<file path="config.mk">
export PLATFORM = sky130hd
export DESIGN_NAME = ah_pkt_router_flat
export DESIGN_NICKNAME = d
export VERILOG_FILES = /design/src/rtl/ah_pkt_router_pkg.sv /design/src/rtl/ah_pkt_router_if.sv /design/src/rtl/ah_pkt_router_out_buf.sv /design/src/rtl/ah_pkt_router.sv /design/src/flat_wrapper.sv
export SDC_FILE = /design/constraint.sdc
export NUM_CORES = 1
export LEC_CHECK = 0
export BUFFER_PORTS_ARGS = -buffer_cell sky130_fd_sc_hd__buf_2
export CAP_MARGIN = 20
export CORE_ASPECT_RATIO = 2
export CORE_MARGIN = 2
export CORE_UTILIZATION = 53
export CTS_CLUSTER_DIAMETER = 120
export DETAILED_ROUTE_END_ITERATION = 7
export PLACE_DENSITY = 0.91
export SLEW_MARGIN = 20
export SYNTH_ARGS = -nofsm -noshare
export SYNTH_HDL_FRONTEND = slang
export SYNTH_HIERARCHICAL = 1
export SYNTH_SLANG_ARGS = --single-unit
</file>
<file path="constraint.sdc">
create_clock -name clk -period 5.5 [get_ports clk]
set_input_delay 0 -clock clk [delete_from_list [all_inputs] [get_ports clk]]
set_output_delay 0 -clock clk [all_outputs]
set_load 0.005 [all_outputs]
</file>
<file path="src/rtl/ah_pkt_router_pkg.sv">
// Shared types and helpers for the packet router: FSM state encoding,
// default client count and the one-hot select check.
package ah_router_pkg;

  localparam int NUM_CLIENTS_DEF = 4;

  typedef enum logic [1:0] {
    IDLE = 2'd0,
    FWD  = 2'd1,
    DROP = 2'd2
  } router_state_e;

  // Callers zero-extend their select to 32 bits, so any client count up to 32 works.
  function automatic logic onehot_ok(input logic [31:0] sel);
    return (sel != 32'd0) && ((sel & (sel - 32'd1)) == 32'd0);
  endfunction

endpackage

</file>
<file path="src/rtl/ah_pkt_router_if.sv">
// Ingress beat stream (with decoder sideband) and per-client egress stream.
// valid/ready: a beat transfers on a cycle where valid & ready are both high; once valid rises, the payload holds until that transfer happens.
interface ah_pkt_router_if #(
  parameter int NUM_CLIENTS = 4,
  parameter int DATA_W      = 32
);
  logic                   in_valid;
  logic                   in_ready;
  logic [DATA_W-1:0]      in_data;
  logic                   in_sop;
  logic                   in_eop;
  logic [NUM_CLIENTS-1:0] dec_sel;
  logic                   dec_err;

  logic [NUM_CLIENTS-1:0] out_valid;
  logic [NUM_CLIENTS-1:0] out_ready;
  logic [DATA_W-1:0]      out_data;
  logic                   out_sop;
  logic                   out_eop;

  modport master (
    output in_valid, in_data, in_sop, in_eop, dec_sel, dec_err, out_ready,
    input  in_ready, out_valid, out_data, out_sop, out_eop
  );

  modport slave (
    input  in_valid, in_data, in_sop, in_eop, dec_sel, dec_err, out_ready,
    output in_ready, out_valid, out_data, out_sop, out_eop
  );
endinterface

</file>
<file path="src/rtl/ah_pkt_router_out_buf.sv">
// Single-entry register slice holding one routed beat and its client select.
module ah_pkt_out_buf #(
  parameter int NUM_CLIENTS = 4,
  parameter int DATA_W      = 32
) (
  input  logic                   clk,
  input  logic                   rst_n,
  input  logic                   push,
  input  logic [DATA_W-1:0]      push_data,
  input  logic                   push_sop,
  input  logic                   push_eop,
  input  logic [NUM_CLIENTS-1:0] push_sel,
  input  logic [NUM_CLIENTS-1:0] out_ready,
  output logic                   buf_valid,
  output logic                   drain,
  output logic [NUM_CLIENTS-1:0] out_valid,
  output logic [DATA_W-1:0]      out_data,
  output logic                   out_sop,
  output logic                   out_eop
);

  logic [NUM_CLIENTS-1:0] sel_q;

  // Push wins over drain so a same-cycle drain and load leaves no bubble.
  always_ff @(posedge clk or negedge rst_n) begin
    if (!rst_n) begin
      buf_valid <= 1'b0;
      out_data  <= '0;
      out_sop   <= 1'b0;
      out_eop   <= 1'b0;
      sel_q     <= '0;
    end else if (push) begin
      buf_valid <= 1'b1;
      out_data  <= push_data;
      out_sop   <= push_sop;
      out_eop   <= push_eop;
      sel_q     <= push_sel;
    end else if (drain) begin
      buf_valid <= 1'b0;
    end
  end

  assign out_valid = buf_valid ? sel_q : '0;
  assign drain     = |(out_valid & out_ready);

endmodule

</file>
<file path="src/rtl/ah_pkt_router.sv">
// Locks a client route on start-of-packet, forwards the packet through a
// registered output slice, and drops packets that miss decode.
module ah_pkt_router
  import ah_router_pkg::*;
#(
  parameter int NUM_CLIENTS = NUM_CLIENTS_DEF,
  parameter int DATA_W      = 32,
  parameter int ERR_CNT_W   = 16
) (
  input  logic                 clk,
  input  logic                 rst_n,
  ah_pkt_router_if.slave       bus,
  output logic                 err_pulse,
  output logic [ERR_CNT_W-1:0] err_count,
  output router_state_e        state
);

  router_state_e          state_q, state_d;
  logic [NUM_CLIENTS-1:0] sel_q;
  logic                   buf_valid, drain;
  logic                   in_ready_c, acc, bad;
  logic                   push, push_sop, err_evt, load_sel;
  logic [NUM_CLIENTS-1:0] push_sel;

  assign bad = bus.dec_err | !onehot_ok(32'(bus.dec_sel));

  always_ff @(posedge clk or negedge rst_n) begin
    if (!rst_n) state_q <= IDLE;
    else        state_q <= state_d;
  end

  always_comb begin
    state_d = state_q;
    case (state_q)
      IDLE: if (acc && bus.in_sop && !bus.in_eop) state_d = bad ? DROP : FWD;
      FWD:  if (acc && bus.in_eop) state_d = IDLE;
      DROP: if (acc && bus.in_eop) state_d = IDLE;
      default: state_d = IDLE;
    endcase
  end

  always_comb begin
    in_ready_c = (state_q == DROP) | !buf_valid | drain;
    acc        = bus.in_valid & in_ready_c;
    push       = 1'b0;
    push_sel   = sel_q;
    push_sop   = 1'b0;
    err_evt    = 1'b0;
    load_sel   = 1'b0;
    case (state_q)
      IDLE: if (acc) begin
        if (!bus.in_sop || bad) begin
          err_evt = 1'b1;
        end else begin
          push     = 1'b1;
          push_sel = bus.dec_sel;
          push_sop = 1'b1;
          load_sel = 1'b1;
        end
      end
      // A stray sop inside a packet travels on as plain data.
      FWD: if (acc) begin
        push    = 1'b1;
        err_evt = bus.in_sop;
      end
      default: ;
    endcase
  end

  always_ff @(posedge clk or negedge rst_n) begin
    if (!rst_n)        sel_q <= '0;
    else if (load_sel) sel_q <= bus.dec_sel;
  end

  always_ff @(posedge clk or negedge rst_n) begin
    if (!rst_n) begin
      err_pulse <= 1'b0;
      err_count <= '0;
    end else begin
      err_pulse <= err_evt;
      if (err_evt && (err_count != '1)) err_count <= err_count + 1'b1;
    end
  end

  ah_pkt_out_buf #(
    .NUM_CLIENTS(NUM_CLIENTS),
    .DATA_W     (DATA_W)
  ) u_out_buf (
    .clk      (clk),
    .rst_n    (rst_n),
    .push     (push),
    .push_data(bus.in_data),
    .push_sop (push_sop),
    .push_eop (bus.in_eop),
    .push_sel (push_sel),
    .out_ready(bus.out_ready),
    .buf_valid(buf_valid),
    .drain    (drain),
    .out_valid(bus.out_valid),
    .out_data (bus.out_data),
    .out_sop  (bus.out_sop),
    .out_eop  (bus.out_eop)
  );

  assign bus.in_ready = in_ready_c;
  assign state        = state_q;

endmodule

</file>
<file path="src/flat_wrapper.sv">
// flat-port wrapper written by rule: the top's interface ports become plain ports
module ah_pkt_router_flat import ah_router_pkg::*;
#(
  parameter int NUM_CLIENTS = NUM_CLIENTS_DEF,
  parameter int DATA_W      = 32,
  parameter int ERR_CNT_W   = 16
)
  (clk, rst_n, err_pulse, err_count, state, bus_in_valid, bus_in_data, bus_in_sop, bus_in_eop, bus_dec_sel, bus_dec_err, bus_out_ready, bus_in_ready, bus_out_valid, bus_out_data, bus_out_sop, bus_out_eop);
  ah_pkt_router_if #(.NUM_CLIENTS(NUM_CLIENTS), .DATA_W(DATA_W)) bus_i ();
  input  logic clk;
  input  logic rst_n;
  output logic err_pulse;
  output logic [ERR_CNT_W-1:0] err_count;
  output router_state_e state;
  input wire logic [$bits(bus_i.in_valid)-1:0] bus_in_valid;
  input wire logic [$bits(bus_i.in_data)-1:0] bus_in_data;
  input wire logic [$bits(bus_i.in_sop)-1:0] bus_in_sop;
  input wire logic [$bits(bus_i.in_eop)-1:0] bus_in_eop;
  input wire logic [$bits(bus_i.dec_sel)-1:0] bus_dec_sel;
  input wire logic [$bits(bus_i.dec_err)-1:0] bus_dec_err;
  input wire logic [$bits(bus_i.out_ready)-1:0] bus_out_ready;
  output wire logic [$bits(bus_i.in_ready)-1:0] bus_in_ready;
  output wire logic [$bits(bus_i.out_valid)-1:0] bus_out_valid;
  output wire logic [$bits(bus_i.out_data)-1:0] bus_out_data;
  output wire logic [$bits(bus_i.out_sop)-1:0] bus_out_sop;
  output wire logic [$bits(bus_i.out_eop)-1:0] bus_out_eop;
  assign bus_i.in_valid = bus_in_valid;
  assign bus_i.in_data = bus_in_data;
  assign bus_i.in_sop = bus_in_sop;
  assign bus_i.in_eop = bus_in_eop;
  assign bus_i.dec_sel = bus_dec_sel;
  assign bus_i.dec_err = bus_dec_err;
  assign bus_i.out_ready = bus_out_ready;
  assign bus_in_ready = bus_i.in_ready;
  assign bus_out_valid = bus_i.out_valid;
  assign bus_out_data = bus_i.out_data;
  assign bus_out_sop = bus_i.out_sop;
  assign bus_out_eop = bus_i.out_eop;
  ah_pkt_router #(.NUM_CLIENTS(NUM_CLIENTS), .DATA_W(DATA_W), .ERR_CNT_W(ERR_CNT_W)) u_core (.clk(clk), .rst_n(rst_n), .bus(bus_i), .err_pulse(err_pulse), .err_count(err_count), .state(state));
endmodule
</file>
==> results of run 1 <==
area by class of cell:
cell class,instances,area [um^2]
Clock buffer,12,155
Clock inverter,4,45.0
Multi-Input combinational cell,140,1240
Timing Repair Buffer,143,913
Fill cell,344,1190
Inverter,3,11.3
Tap cell,58,72.6
Sequential cell,62,1550
layer usage:
| layer | vias up | wire length (um) | GRT usage, % |
|---|---|---|---|
| li1 | 1052 | - | - |
| met1 | 1069 | 2480 | 26.2 |
| met2 | 73 | 3740 | 43.1 |
| met3 | 12 | 406 | 7.30 |
| met4 | 0 | 130 | 11.2 |
| met5 | - | 0 | 0 |
placed cells by master, fill, tap and decap left out, types with 2 or more instances in the layout:
master,instances
buf_2,103
dfrtp_1,62
dlygate4sd3_1,39
mux2_2,33
mux2_4,17
clkbuf_8,11
nand2_1,10
nand3_1,10
xnor2_1,8
nor2_1,7
nor3_1,6
and2_1,5
xor2_1,5
and3_1,5
nand4_1,4
ha_1,4
clkinv_2,3
inv_1,3
nor4b_1,2
a21boi_0,2
mux2i_1,2
nor4_2,2
o21ai_0,2
a22oi_1,2
through the flow:
step / utilization [%] / area (um^2)
6_report: 77.0 / 3990
3_3_place_gp: 65.6 / 3400
3_5_place_dp: 65.6 / 3400
5_1_grt: 77.0 / 3990
2_1_floorplan: - / 2860
4_1_cts: 77.0 / 3990
state kept, by name (all words and copies together), names as in the netlist:
register and count:
u_core/u_out_buf/sel_q 4, u_core/u_out_buf/buf_valid 1, u_core/u_out_buf/out_sop 1, u_core/err_pulse 1, u_core/state 2, u_core/u_out_buf/out_eop 1
u_core/u_out_buf/out_data 32, u_core/sel_q 4, u_core/err_count 16
final timing paths:
path	depth (start not counted)	end	slack, ns
max	8	u_core/u_out_buf/out_data[13]	2.53
min	3	u_core/u_out_buf/buf_valid	0.08
max reg2reg	7	u_core/u_out_buf/out_data[13]	2.57
min reg2reg	1	u_core/u_out_buf/out_data[21]	0.50
max in group asynchronous	3	u_core/u_out_buf/out_data[15]	4.63
min in group asynchronous	3	u_core/u_out_buf/out_data[18]	0.36
tightest hold or removal path, stage by stage:
cell,delay [ns]
buf_2,0.08
a22oi_1,0.07
a31o_2,0.23
cell families after synthesis:
group,share of synthesized area (%)
xor+xnor,3.98
buf+inv,2.36
mux,23.0
simple gates,11.1
compound gates,3.58
fa+ha+maj,1.75
flops,54.2
power breakdown:
group	internal, mW	switching, mW	total [mW]
combinational	0.378	0.269	0.646
clock	0.232	0.166	0.397
sequential	0.633	0.117	0.750
what timing repair did:
action,4_1_cts,5_1_grt
endpoints found under the hold margin,100,0
hold buffers,39,0
setup endpoints to repair,0,0
==> reports/results.ini, run 1 <==
[global_route]
grt_max_degree=63
grt.total_usage_pct=24.3
antenna_found_initial=0
grt_overflow=0
grt_pass1_wl_um=11200
grt_pass1_vias=2351

[setup_path]
r2r-start=u_core/u_out_buf/sel_q[2]
cp_max_fo=39
critPathLaunch=bus_dec_sel[3]
startpoint_type=input port
path_class=input port to flip-flop
path_cells=dlygate4sd3_1, buf_2, nor4b_1, a211oi_2, nor2_2, and4_1, a21o_2, mux2_2
worst_ep_arrival_time_ns=3.19
critical-path-slowest-cell=a21o_2
max_stage_delay_ns=0.80
end_kind=flip-flop
crit_required_ns=5.72
path_buf_inv=2
crit_family=simple AND/OR/NAND/NOR gates

[synthesis]
synth_area_leaders=dfrtp_1, mux2_2, mux2_4, xnor2_1, ha_1
yosys_warnings=6
synth.largest_area_cell=dfrtp_1
yosysUniqueCellTypes=36
syn_area_per_cell_um2=13.6
syn-cell-area_um2=2860
synth.most_common_cell=dfrtp_1
postSynthCellCount=211
synth.ff_latch_count=62
yosysTopAreaCellShare_pct=54.2
synth_edf_count=0
ys.flop_type=dfrtp_1
ys_top_cells_by_count=dfrtp_1, mux2_2, mux2_4, nand2_1, nand3_1
synth-async-reset-ratio_pct=100
seq_area_frac_synth_pct=54.2
synth_nets=261

[sta]
rsz0062_at_grt=no
hold_viol=0
worst_slew_pin_slew_ns=0.943
whs_ns=0.0828
relSlewSlack_pct=37.1
fmax_ghz=0.336
setup_viol=0
setup_ws_ns=2.53
fin_worst_skew_ns=0.00302
period_share_pct=54.0
fin_tns_setup_ns=0
period_minus_slack_ns=2.97
finalMaxSlewViolations=0

[die]
die_y_um=108
num_rows=37
ioPinCount=104
die-area_um2=6040
design.core.area_um2=5180
die_x_um=56.0
start_util_pct=55.2

[routing]
ant_nets=0
wl_per_cell_um=16.0
vias=2206
drc_errors=0
dr.pass1.iters=4
drt_iter0_markers=71
via_per_inst=5.23
routed_wl_um=6750

[layout]
nets=409
instances_no_fill=422
syn_to_final_growth_pct=39.5
n_antenna_cell=0
drive_above_1_share_pct=49.5

[placed_design]
dp_slack_ns=2.56
hpwl_um=4400
gp_congestion=0.773
dpl.cell_count=367
portBuffers=103

[clock_network]
cts_inserted_buffers=9
cts_sinks=62
cts-root-buf=clkbuf_8
postCtsSetupBuffers=0
cts_max_level=3
cts_resized=0
clk_latency_ns=0.34
cts_tree=built
path_clk_slew_ns=0.06
cts.path.max_buffers=2

[worst_hold_path]
min-delay-path-class=input port to flip-flop
hold_start=bus_out_ready[1]

[power]
powerDensity_nw_per_um2=449
ir_drop_uv=329
p_leak_nw=1.99
p_total_mw=1.79

[job]
max_cap_violations=0

[outcome]
outcome=completed

Power figures use the tool's default switching activity.
==> run 2: changes to the inputs <==
- CORE_UTILIZATION: 53 -> 44
- PLACE_DENSITY: 0.91 -> 0.81
- clock period: 5.5 -> 2.56 ns (I/O delays scaled with it)
==> reports/results.ini, run 2 (synthesis results as in run 1) <==
[outcome]
outcome=completed  ; unchanged

[layout]
fill_cells=474  ; was 344
syn_to_final_growth_pct=45.5  ; was 39.5%
largest_register=u_core/u_out_buf/out_data  ; unchanged
largest_registers=u_core/u_out_buf/out_data x32, u_core/err_count x16  ; unchanged
layout_commonest_cell=buf_2  ; unchanged
final_cell_mix=buf_2, dfrtp_1, dlygate4sd3_1  ; unchanged
n_antenna_cell=0  ; unchanged
nets=410  ; was 409
largest_register_ffs=32  ; unchanged
drive_above_1_share_pct=50.1  ; was 49.5%

[die]
ioPinCount=104  ; unchanged
die_x_um=61.0  ; was 56.0 um
die-area_um2=7210  ; was 6040 um^2
num_rows=41  ; was 37
die_y_um=118  ; was 108 um
start_util_pct=45.4  ; was 55.2%
design.core.area_um2=6310  ; was 5180 um^2

[routing]
drc_errors=0  ; unchanged
wl_per_cell_um=14.7  ; was 16.0 um
via_per_inst=4.93  ; was 5.23
vias=2222  ; was 2,206
ant_nets=0  ; unchanged
dr.pass1.iters=4  ; unchanged
drt_iter0_markers=75  ; was 71
routed_wl_um=6640  ; was 6750 um

[sta]
fin_tns_setup_ns=0  ; unchanged
period_minus_slack_ns=2.41
whs_ns=0.0111  ; was 0.0828 ns
worst_slew_pin_slew_ns=0.584  ; was 0.943 ns
fin_worst_skew_ns=0.00728  ; was 0.00302 ns
rsz0062_at_grt=no  ; unchanged
relSlewSlack_pct=61.1  ; was 37.1%
fmax_ghz=0.415
setup_viol=0  ; unchanged
period_share_pct=94.2
finalMaxSlewViolations=0  ; unchanged
hold_viol=0  ; unchanged

[power]
powerDensity_nw_per_um2=1030  ; was 449 nW/um^2
p_total_mw=4.27  ; was 1.79 mW
p_leak_nw=2.05  ; was 1.99 nW
ir_drop_uv=705  ; was 329 uV

[placed_design]
hpwl_um=4430  ; was 4400 um
portBuffers=103  ; unchanged
gp_congestion=0.790  ; was 0.773

[setup_path]
startpoint_type=flip-flop  ; was input port
crit_required_ns=2.76  ; was 5.72 ns
worst_ep_arrival_time_ns=2.61  ; was 3.19 ns
rrSetupSlack_ns=0.15  ; was 2.57 ns
crit_family=simple AND/OR/NAND/NOR gates  ; unchanged
path_buf_inv=1  ; was 2
cp_max_fo=9  ; was 39
r2r_cells=8  ; was 7
critical-path-slowest-cell=dfrtp_1  ; was a21o_2
r2r-start=u_core/u_out_buf/sel_q[3]  ; was u_core/u_out_buf/sel_q[2]
path_class=flip-flop to flip-flop  ; was input port to flip-flop
r2r-end=u_core/u_out_buf/sel_q[3]  ; was u_core/u_out_buf/out_data[13]
end_kind=flip-flop  ; unchanged
path_cells=a22oi_1, a21boi_0, or3b_4, and2_1, and4_1, buf_4, mux2_4, mux2_2  ; was dlygate4sd3_1, buf_2, nor4b_1, a211oi_2, nor2_2, and4_1, a21o_2, mux2_2
max_stage_delay_ns=0.39  ; was 0.80 ns

[clock_network]
cts_inserted_buffers=9  ; unchanged
path_clk_slew_ns=0.05  ; was 0.06 ns
cts-root-buf=clkbuf_16  ; was clkbuf_8
cts_max_level=3  ; unchanged
cts.path.max_buffers=2  ; unchanged
clk_latency_ns=0.33  ; was 0.34 ns
cts_tree=built  ; unchanged
cts_sinks=62  ; unchanged

[global_route]
grt.total_usage_pct=19.3  ; was 24.3%
grt_max_degree=40  ; was 63
grt_pass1_wl_um=10400  ; was 11,200 um
grtUsageMet2_pct=33.4  ; was 43.1%
grt_pass1_vias=2289  ; was 2,351
antenna_found_initial=0  ; unchanged
grt_overflow=0  ; unchanged
grt_use_met1_pct=19.6  ; was 26.2%
grt.busiest_layer=met2  ; unchanged
use_met3_pct=5.38  ; was 7.30%

[worst_hold_path]
min-delay-path-class=input port to flip-flop  ; unchanged
hold_start=bus_dec_sel[3]  ; was bus_out_ready[1]
holdPathEnd=u_core/sel_q[3]  ; was u_core/u_out_buf/buf_valid
hold_path_depth=2  ; was 3

[job]
max_cap_violations=0  ; unchanged

-- run 2: cell count changes in the layout (fill, tap and decap cells not counted) --
cell,previous run,this run
clkinv_4,0,1
a22oi_1,2,1
buf_12,0,1
a22oi_2,0,1
dlygate4sd3_1,39,38
clkbuf_8,11,0
clkbuf_16,0,9
clkinv_2,3,2
buf_4,1,2
clkinvlp_4,0,1
bufinv_16,1,2
-- run 2: worst register-to-register path: stages (launching register included) --
cell and delay (ns):
dfrtp_1 0.39, a22oi_1 0.20, a21boi_0 0.13, or3b_4 0.39, and2_1 0.21, and4_1 0.21
buf_4 0.18, mux2_4 0.30, mux2_2 0.27
-- run 2: how the worst max path moves through the flow --
stage,startpoint,endpoint,depth (start not counted)
finish,u_core/u_out_buf/sel_q[3],u_core/u_out_buf/sel_q[3],8
global route,u_core/u_out_buf/sel_q[3],u_core/u_out_buf/sel_q[3],8
CTS,u_core/u_out_buf/sel_q[0],u_core/u_out_buf/sel_q[3],8
detailed placement,u_core/u_out_buf/sel_q[0],u_core/u_out_buf/sel_q[3],8
global placement,u_core/u_out_buf/sel_q[2],u_core/u_out_buf/sel_q[1],8
floorplan,u_core/u_out_buf/sel_q[2],u_core/u_out_buf/out_data[18],10
-- run 2: layout make-up --
| class | count | area (um^2) | area share (%) |
|---|---|---|---|
| clock inverters | 6 | 86.3 | 2.07 |
| inverters | 3 | 11.3 | 0.270 |
| well taps | 86 | 108 | 2.58 |
| repair buffers | 144 | 931 | 22.3 |
| clock buffers | 10 | 229 | 5.50 |
| multi-input cells | 140 | 1250 | 30.0 |
| flip-flops and latches | 62 | 1550 | 37.2 |
-- run 2: repair_timing --
| item | 4_1_cts | 5_1_grt |
|---|---|---|
| hold buffers | 38 | 0 |
| endpoints found under the hold margin | 63 | 0 |
| setup buffers | 0 | 0 |
| gates resized for setup | 0 | 1 |
| setup endpoints to repair | 0 | 2 |
-- run 2: per-layer routing --
metal	share of wire [%]	up-vias
li1	-	1054
met1	37	1078
met2	55	76
met3	6.0	14
met4	2.5	0
met5	0	-
-- run 2: through the flow --
step | util [%] | area [um^2] | instances | setup WS [ns]
after floorplan | - | 2860 | 211 | 0.108
final | 66.0 | 4170 | 451 | 0.148
after global placement | 54.9 | 3470 | 397 | 0.199
after detailed placement | 54.9 | 3470 | 397 | 0.150
after CTS | 66.0 | 4160 | 451 | 0.135
after global routing | 66.0 | 4170 | 451 | 0.000348
-- run 2: report_power, final --
part	switching, mW	internal [mW]
registers	0.244	1.36
logic	0.576	0.822
clock network	0.421	0.849
total	1.24	3.03
==> run 3: changes to the inputs <==
- CTS_BUF_LIST: default -> sky130_fd_sc_hd__clkbuf_16
- PLACE_DENSITY: 0.81 -> 0.82
==> reports/results.ini, run 3 (synthesis results as in run 1) <==
[outcome]
outcome=completed  ; unchanged

[global_route]
antenna_found_initial=0  ; unchanged
grt_overflow=0  ; unchanged
grt.total_usage_pct=20.6  ; was 19.3%
grt_pass1_wl_um=11000  ; was 10,400 um
grt_pass1_vias=2422  ; was 2,289
grt_max_degree=51  ; was 40

[sta]
fin_tns_setup_ns=0  ; unchanged
fmax_ghz=0.410  ; was 0.415 GHz
hold_viol=0  ; unchanged
period_minus_slack_ns=2.44  ; was 2.41 ns
period_share_pct=95.3  ; was 94.2%
relSlewSlack_pct=59.2  ; was 61.1%
fin_worst_skew_ns=0.00585  ; was 0.00728 ns
finalMaxSlewViolations=0  ; unchanged
worst_slew_pin_slew_ns=0.612  ; was 0.584 ns
setup_viol=0  ; unchanged
rsz0062_at_grt=no  ; unchanged

[setup_path]
end_kind=flip-flop  ; unchanged
crit_required_ns=2.76  ; about the same
path_class=flip-flop to flip-flop  ; unchanged
max_stage_delay_ns=0.39  ; about the same
path_buf_inv=1  ; unchanged
crit_family=simple AND/OR/NAND/NOR gates  ; unchanged
critical-path-slowest-cell=dfrtp_1  ; unchanged
cp_max_fo=39  ; was 9
worst_ep_arrival_time_ns=2.64  ; was 2.61 ns
startpoint_type=flip-flop  ; unchanged
path_cells=a22oi_1, a21boi_0, or3b_4, and2_1, and4_1, a21o_2, buf_12, mux2_4  ; was a22oi_1, a21boi_0, or3b_4, and2_1, and4_1, buf_4, mux2_4, mux2_2
rrSetupSlack_ns=0.12  ; was 0.15 ns

[layout]
fin_util_pct=65.8  ; was 66.0%
largest_register=u_core/u_out_buf/out_data  ; unchanged
drive_above_1_share_pct=49.3  ; was 50.1%
fill_cells=494  ; was 474
layout_commonest_cell=buf_2  ; unchanged
seqCellArea_um2=1550  ; unchanged
multi_input_area_um2=1250  ; unchanged
nets=412  ; was 410
final_cell_mix=buf_2, dfrtp_1, dlygate4sd3_1  ; unchanged
largest_register_ffs=32  ; unchanged
largest_registers=u_core/u_out_buf/out_data x32, u_core/err_count x16  ; unchanged
n_antenna_cell=0  ; unchanged
syn_to_final_growth_pct=45.0  ; was 45.5%

[clock_network]
path_clk_slew_ns=0.05  ; about the same
cts_inserted_buffers=9  ; unchanged
cts-root-buf=clkbuf_16  ; unchanged
cts_sinks=62  ; unchanged
clk_latency_ns=0.32  ; was 0.33 ns
cts_max_level=3  ; unchanged
cts.path.max_buffers=2  ; unchanged
cts_tree=built  ; unchanged
postCtsSetupBuffers=0  ; unchanged

[routing]
ant_nets=0  ; unchanged
drt_iter0_markers=60  ; was 75
drc_errors=0  ; unchanged
wl_per_cell_um=15.0  ; was 14.7 um
via_per_inst=4.91  ; was 4.93
routed_wl_um=6800  ; was 6640 um
vias=2226  ; was 2,222
dr.pass1.iters=4  ; unchanged

[worst_hold_path]
min-delay-path-class=input port to flip-flop  ; unchanged

[die]
num_rows=41  ; unchanged
start_util_pct=45.4  ; unchanged
die-area_um2=7210  ; unchanged
die_y_um=118  ; unchanged
design.core.area_um2=6310  ; unchanged
die_x_um=61.0  ; unchanged
ioPinCount=104  ; unchanged

[power]
ir_drop_uv=612  ; was 705 uV
powerDensity_nw_per_um2=998  ; was 1030 nW/um^2
p_leak_nw=2.05  ; about the same

[placed_design]
hpwl_um=4470  ; was 4430 um
gp_congestion=0.863  ; was 0.790
portBuffers=103  ; unchanged

[job]
max_cap_violations=0  ; unchanged

==> run 3: cell types whose count changed in the layout (fill, tap and decap cells not counted), sizes merged <==
cell	delta
inv	+2
clkbuf	-1
dlygate4sd3	+1
bufinv	-1
buf	+1
==> run 3: stage by stage <==
step | setup slack, ns | hold slack (ns) | instances | area [um^2] | total power [mW]
floorplan | 0.108 | -0.296 | 211 | 2860 | 2.42
global placement | 0.211 | -0.106 | 398 | 3470 | 2.90
detailed placement | 0.138 | -0.103 | 398 | 3470 | 2.96
CTS | 0.133 | 0.0837 | 453 | 4150 | 4.17
global route | 0.0102 | 0.0904 | 453 | 4150 | 4.41
finish | 0.119 | 0.0782 | 453 | 4150 | 4.14
==> run 3: final timing paths <==
check | from | endpoint | depth (start not counted)
worst max register to register | u_core/u_out_buf/sel_q[2] | u_core/u_out_buf/out_data[25] | 8
max in group asynchronous | rst_n | u_core/u_out_buf/out_data[15] | 3
worst max-delay path | u_core/u_out_buf/sel_q[2] | u_core/u_out_buf/out_data[25] | 8
min in group asynchronous | rst_n | u_core/err_count[0] | 2
worst min register to register | u_core/u_out_buf/out_data[9] | u_core/u_out_buf/out_data[9] | 1
worst min-delay path | bus_out_ready[1] | u_core/u_out_buf/buf_valid | 3
==> run 3: area by class of cell <==
cell class / instances / area share, %
Sequential cell: 62 / 37.4
Timing Repair Buffer: 146 / 22.8
Tap cell: 86 / 2.59
Inverter: 3 / 0.271
Clock inverter: 7 / 1.39
Clock buffer: 9 / 5.42
Multi-Input combinational cell: 140 / 30.1
==> run 3: worst reg2reg max path: cells and delay by family (launching register included) <==
kind | cells | cell delay (ns)
and+or+nand+nor | 3 | 0.85
AOI/OAI and AO/OA | 3 | 0.56
DFF | 1 | 0.39
muxes | 1 | 0.34
buffers and inverters | 1 | 0.18
==> run 3: where the power goes <==
group | internal [mW] | switching, mW | leakage (nW)
sequential | 1.36 | 0.246 | 0.793
combinational | 0.823 | 0.573 | 1.12
clock | 0.736 | 0.401 | 0.143
total | 2.92 | 1.22 | 2.05
==> run 3: repair_timing <==
| action | CTS | global route |
|---|---|---|
| hold buffers | 39 | 0 |
| endpoints found under the setup margin | 0 | 34 |
| gates resized for setup | 0 | 1 |
| hold endpoints to repair | 50 | 0 |
==> run 3: per-layer routing <==
metal / vias to the layer above / track usage, % / wire length (um)
li1: 1053 / - / -
met1: 1083 / 20.8 / 2370
met2: 76 / 36.0 / 3860
met3: 14 / 5.60 / 386
met4: 0 / 10.9 / 183
met5: - / 0 / 0
